--- src/rtl/fetch_unit_pkg.sv ---
`default_nettype none
// fetch_unit_pkg: shared widths, fetch FSM encodings and the buffered entry type.
// Rev 1.0
package fetch_unit_pkg;
  localparam int ADDRESS_SIZE     = 16;
  localparam int INSTRUCTION_SIZE = 32;

  localparam logic [0:0] FETCH_RUN      = 1'b0;
  localparam logic [0:0] FETCH_REDIRECT = 1'b1;

  typedef struct packed {
    logic [ADDRESS_SIZE-1:0]     addr;
    logic [INSTRUCTION_SIZE-1:0] word;
  } fetch_entry_t;
endpackage
`default_nettype wire

--- src/rtl/fetch_fifo.sv ---
`default_nettype none
// fetch_fifo: DEPTH-entry {addr, word} queue with synchronous clear and count/full/empty.
// Rev 1.0
module fetch_fifo
  import fetch_unit_pkg::*;
#(
  parameter int DEPTH = 4
) (
  input  logic                   clock,
  input  logic                   reset,
  input  logic                   clear,
  input  logic                   push,
  input  fetch_entry_t           push_data,
  input  logic                   pop,
  output fetch_entry_t           head,
  output logic [$clog2(DEPTH):0] count,
  output logic                   full,
  output logic                   empty
);
  localparam int PW = $clog2(DEPTH);

  fetch_entry_t  mem [DEPTH];
  logic [PW-1:0] wr_ptr;
  logic [PW-1:0] rd_ptr;
  logic          do_push;
  logic          do_pop;

  assign full    = (count == (PW+1)'(DEPTH));
  assign empty   = (count == '0);
  assign do_pop  = pop && !empty;
  // A pop in the same cycle frees the slot, so a full queue may still accept a push.
  assign do_push = push && (!full || do_pop);
  assign head    = mem[rd_ptr];

  always_ff @(posedge clock) begin
    if (reset || clear) begin
      wr_ptr <= '0;
      rd_ptr <= '0;
      count  <= '0;
    end else begin
      if (do_push) begin
        mem[wr_ptr] <= push_data;
        wr_ptr      <= wr_ptr + PW'(1);
      end
      if (do_pop) begin
        rd_ptr <= rd_ptr + PW'(1);
      end
      count <= count + (PW+1)'(do_push) - (PW+1)'(do_pop);
    end
  end
endmodule
`default_nettype wire

--- src/rtl/fetch_unit.sv ---
`default_nettype none
// fetch_unit: in-order prefetch from variable-latency program memory, presenting the word for pc.
// Rev 1.0
module fetch_unit
  import fetch_unit_pkg::*;
#(
  parameter int DEPTH = 4
) (
  input  logic                        clock,
  input  logic                        reset,
  input  logic [ADDRESS_SIZE-1:0]     pc,
  output logic [INSTRUCTION_SIZE-1:0] instruction,
  output logic                        instr_valid,
  output logic                        mem_req,
  output logic [ADDRESS_SIZE-1:0]     mem_addr,
  input  logic                        mem_ready,
  input  logic                        mem_rvalid,
  input  logic [INSTRUCTION_SIZE-1:0] mem_rdata
);
  localparam int CW = $clog2(DEPTH) + 1;
  localparam logic [ADDRESS_SIZE-1:0] ADDR_ONE = 1;

  logic [0:0]              state;
  logic [0:0]              state_next;
  logic [ADDRESS_SIZE-1:0] fetch_addr;
  logic [ADDRESS_SIZE-1:0] resp_addr;
  logic [ADDRESS_SIZE-1:0] head_addr;
  logic [CW-1:0]           inflight;
  logic [CW-1:0]           discard;
  logic [CW-1:0]           count;
  logic [CW:0]             pending;
  logic                    full;
  logic                    empty;
  fetch_entry_t            head;
  fetch_entry_t            push_data;
  logic                    resp;
  logic                    xfer;
  logic                    match;
  logic                    mismatch;
  logic                    dropping;
  logic                    bypass;
  logic                    pop;
  logic                    push;
  logic                    clear;

  fetch_fifo #(.DEPTH(DEPTH)) u_fifo (
    .clock     (clock),
    .reset     (reset),
    .clear     (clear),
    .push      (push),
    .push_data (push_data),
    .pop       (pop),
    .head      (head),
    .count     (count),
    .full      (full),
    .empty     (empty)
  );

  // A response with nothing outstanding is a protocol violation and is ignored.
  assign resp      = mem_rvalid && (inflight != '0);
  assign dropping  = resp && (discard != '0);
  assign head_addr = empty ? resp_addr : head.addr;
  assign pending   = {1'b0, count} + {1'b0, inflight};
  assign match     = (pc == head_addr);
  assign mismatch  = (!match && (!empty || inflight != '0)) ||
                     (empty && inflight == '0 && fetch_addr != pc);
  assign xfer      = mem_req && mem_ready;
  assign push_data = {resp_addr, mem_rdata};
  assign push      = !reset && (state == FETCH_RUN) && resp && !dropping && !bypass;
  assign clear     = (state == FETCH_REDIRECT);

  always_ff @(posedge clock) begin
    if (reset) state <= FETCH_RUN;
    else       state <= state_next;
  end

  always_comb begin
    state_next = state;
    case (state)
      FETCH_RUN: if (mismatch) state_next = FETCH_REDIRECT;
      default:   state_next = FETCH_RUN;
    endcase
  end

  always_comb begin
    mem_req     = 1'b0;
    instr_valid = 1'b0;
    pop         = 1'b0;
    bypass      = 1'b0;
    if (!reset && state == FETCH_RUN) begin
      mem_req = !full && (pending < (CW+1)'(DEPTH));
      if (match && !mismatch) begin
        if (!empty) begin
          instr_valid = 1'b1;
          pop         = 1'b1;
        end else if (resp && discard == '0) begin
          instr_valid = 1'b1;
          bypass      = 1'b1;
        end
      end
    end
  end

  assign mem_addr    = mem_req ? fetch_addr : '0;
  assign instruction = !instr_valid ? '0 : (bypass ? mem_rdata : head.word);

  always_ff @(posedge clock) begin
    if (reset) begin
      fetch_addr <= '0;
      resp_addr  <= '0;
      inflight   <= '0;
      discard    <= '0;
    end else if (state == FETCH_REDIRECT) begin
      // Everything still outstanding belongs to the old stream; a response this cycle is dropped now.
      fetch_addr <= pc;
      resp_addr  <= pc;
      inflight   <= inflight - CW'(resp);
      discard    <= inflight - CW'(resp);
    end else begin
      if (xfer) fetch_addr <= fetch_addr + ADDR_ONE;
      inflight <= inflight + CW'(xfer) - CW'(resp);
      if (dropping)  discard   <= discard - CW'(1);
      else if (resp) resp_addr <= resp_addr + ADDR_ONE;
    end
  end
endmodule
`default_nettype wire
--- config.mk ---
export PLATFORM = sky130hd
export DESIGN_NAME = fetch_unit
export DESIGN_NICKNAME = d
export VERILOG_FILES = /design/src/rtl/fetch_unit_pkg.sv /design/src/rtl/fetch_fifo.sv /design/src/rtl/fetch_unit.sv
export SDC_FILE = /design/constraint.sdc
export NUM_CORES = 1
export LEC_CHECK = 0
export BUFFER_PORTS_ARGS = -buffer_cell sky130_fd_sc_hd__buf_2
export CORE_ASPECT_RATIO = 1.75
export CORE_MARGIN = 2
export CORE_UTILIZATION = 50
export DETAILED_ROUTE_END_ITERATION = 12
export PLACE_DENSITY = 0.65
export SLEW_MARGIN = 20
export SYNTH_ARGS = -nofsm -noshare
export SYNTH_HDL_FRONTEND = slang
export SYNTH_HIERARCHICAL = 1
export SYNTH_SLANG_ARGS = --single-unit
--- constraint.sdc ---
create_clock -name clock -period 5.2 [get_ports clock]
set_clock_uncertainty 0.05 [all_clocks]
set_input_delay 0.26 -clock clock [delete_from_list [all_inputs] [get_ports clock]]
set_output_delay 0.26 -clock clock [all_outputs]
set_load 0.05 [all_outputs]
==> flow_summary.toml <==
[clock_network]
cts_post_setup_buffers_inserted = 0
insertion_delay_ns = 0.51
path_clk_slew_ns = 0.07
cts_tree = "done"
inserted_clock_buffers = 22
cts_max_path_buffers = 3
tritoncts_num_sinks = 240
cts.htree.levels = 1
ctsRootBufferMaster = "sky130_fd_sc_hd__clkbuf_16"
cts_repair_resize_count = 0

[pwr]
irDropWorstVdd_uv = 263
power.density_cell_area_nw_per_um2 = 342
p_leak_nw = 4.64

[worst_setup_path]
startpoint_type = "flip-flop"
crit_type = "reg2reg"
timing.critical_path.arrival_ns = 4.67
end_kind = "flip-flop"
highest_net_fanout_along_the_worst_path = 31
worstPathRequired_ns = 5.35

[synth]
synth_area_leader = "sky130_fd_sc_hd__edfxtp_1"
synthTopCellsByArea = "sky130_fd_sc_hd__edfxtp_1 53%, sky130_fd_sc_hd__mux4_2 9.9%, sky130_fd_sc_hd__dfxtp_1 8.8%, sky130_fd_sc_hd__mux2i_1 4.6%, sky130_fd_sc_hd__xnor2_1 4.1%"
post_synth.cell_area_avg_sq_um = 15.2
synth_most_common_cell = "sky130_fd_sc_hd__edfxtp_1"
ys_warn_count = 6
yosysUniqueCellTypes = 58
postSynth.topFlopCell = "sky130_fd_sc_hd__edfxtp_1"
synth.ff_latch_count = 240
synthTopCellsByCount = "192 x sky130_fd_sc_hd__edfxtp_1, 51 x sky130_fd_sc_hd__xnor2_1, 50 x sky130_fd_sc_hd__mux2i_1, 48 x sky130_fd_sc_hd__dfxtp_1, 48 x sky130_fd_sc_hd__mux4_2"
synth.top_cell.area_share_pct = 52.5
share_of_the_yosys_chip_area_belonging_to_registers_pct = 61.3
asyncSetResetFlopFracSynth_pct = 0
synth_enable_flop_cells = 192
mappedNetlistArea_sq_um = 11000
post_synth_inst_count = 724
synth_nets = 793

[drt]
vias_per_cell = 5.63
wirelength_um = 22800
drt_iter0_markers = 317
post-route-drc-count = 0
detail-route-antenna-nets = 0
vias = 6555
wl_per_cell_um = 19.6
detail_route.first_pass.iterations = 4

[place]
port_buffers = 101
gp_routability_congestion = 0.782
detailedPlacementHpwl_um = 15400

[worst_hold_path]
worst_hold_path_type = "in2reg"

[sta]
report.final.slew_viol_count = 0
finalHoldViolCount = 0
period_share_pct = 86.9
tightestPinTransition_ns = 0.891
finalSetupViolations = 0
slew-limit-headroom_pct = 40.5
post-route-min-period_ns = 4.52
rsz0062_at_grt = "no"
fmax_mhz = 221
totalNegativeSetupSlack_ns = 0

[die]
boundaryPins = 102
core-area_sq_um = 21500
std_cell_rows = 71
die-area_sq_um = 23200
die_x_um = 116
floorplan.initialDensity_pct = 51.0
chipHeight_um = 200

[cells_and_area]
design.final.nets = 926
final_layout_size_suffix_gt1_share_pct = 28.0
area_delta_synth_final_pct = 17.3
insertedDiodeCount = 0
post-route-util_pct = 59.9
multi_input_area_sq_um = 3960
regArea_sq_um = 6730
number_of_filler_cells_placed_in_the_layout = 1702

[global_route]
globalRoute.totalOverflow = 0
overall_global_routing_resource_usage_pct = 20.1
grt_pass1_wl_um = 36000
grt_start_max_net_pins = 49
antenna_found_initial = 0
vias_in_the_first_global_route = 6919

[run_status]
run_status = "complete, no violations"

[flow_run]
max-cap-violations = 0
==> path summary, 6_finish.rpt <==
check                        startpoint                           to  slack, ns  cells after the start
max reg2reg                   flip-flop  u_fifo/mem[0][20]$_DFFE_PP_       0.68                     11
max                           flip-flop  u_fifo/mem[0][20]$_DFFE_PP_       0.68                     11
min                              pc[13]  fetch_addr[13]$_SDFFE_PP0P_       0.04                      3
min reg2reg  fetch_addr[1]$_SDFFE_PP0P_   fetch_addr[1]$_SDFFE_PP0P_       0.47                      2
==> power breakdown <==
group          switching [W]  internal (W)  leakage, nW
logic               0.000289      0.000203         2.13
registers          0.0000606       0.00212         2.13
clock network       0.000678       0.00105        0.376
total                0.00103       0.00337         4.64
==> metrics by stage <==
step           hold slack (ns)  instances  cell area [sq um]  total power, W  worst slack [ns]
3_3_place_gp             0.439       1093              11800         0.00268             0.679
6_report                0.0374       1164              12900         0.00440             0.679
5_1_grt                 0.0352       1164              12900         0.00457             0.330
3_5_place_dp             0.454       1093              11800         0.00270             0.597
2_1_floorplan            0.287        724              11000         0.00255             0.742
4_1_cts                 0.0161       1164              12900         0.00444             0.590
==> what timing repair did <==
action                                  in CTS  in global routing
endpoints found under the setup margin       0                  0
hold endpoints to repair                   128                  0
hold buffers                                32                  0
==> layout by cell type, fill, tap and decap left out, drive strengths merged, types with 15 or more instances in the layout <==
master       instances
buf                116
edfxtp             192
ha                  15
mux2i               50
nor2                21
nand2               23
dfxtp               48
xnor2               51
a21boi              15
dlygate4sd3         32
inv                 23
nor3                46
and2                22
mux4                48
clkbuf              26
==> critical path: stages, from the launching register on <==
cell and delay (ns):
sky130_fd_sc_hd__dfxtp_4 0.74, sky130_fd_sc_hd__mux4_2 0.58, sky130_fd_sc_hd__mux2i_1 0.18, sky130_fd_sc_hd__xnor2_1 0.10, sky130_fd_sc_hd__nor4_2 0.40, sky130_fd_sc_hd__nand4_2 0.15
sky130_fd_sc_hd__buf_4 0.24, sky130_fd_sc_hd__nor4_2 0.24, sky130_fd_sc_hd__inv_1 0.09, sky130_fd_sc_hd__a21boi_2 0.30, sky130_fd_sc_hd__and3_2 0.72, sky130_fd_sc_hd__buf_4 0.35
==> state kept, by name, summed over array words and instances (netlist names), named ones only <==
signal	flops
u_fifo/mem	192
fetch_addr	16
resp_addr	16
discard	3
inflight	3
u_fifo/count	3
u_fifo/rd_ptr	2
u_fifo/wr_ptr	2
clear	1
==> metal layers <==
layer | GRT usage, % | vias to the layer above | share of wire (%)
li1 | - | 3044 | -
met3 | 2.60 | 47 | 4.0
met5 | 0 | - | 0
met2 | 37.5 | 179 | 54
met4 | 6.83 | 0 | 2.8
met1 | 23.6 | 3285 | 39
==> logic make-up after synthesis <==
kind of cell             count (synthesis)  synth area share, %
AO/OA/AOI/OAI                           66                 4.05
XOR/XNOR                                60                 4.79
adder cells (fa/ha/maj)                 17                 2.08
buffers and inverters                   62                 2.88
flip-flops                             240                 61.3
multiplexers                            98                 14.4
AND/OR/NAND/NOR                        181                 10.5
==> area by class of cell <==
type	instances	share of cell area, %
flip-flops and latches	240	52.3
multi-input cells	422	30.7
repair buffers	148	7.38
clock buffers	26	4.47
well taps	292	2.84
clock inverters	13	1.63
inverters	23	0.670
Power figures use the tool's default switching activity.
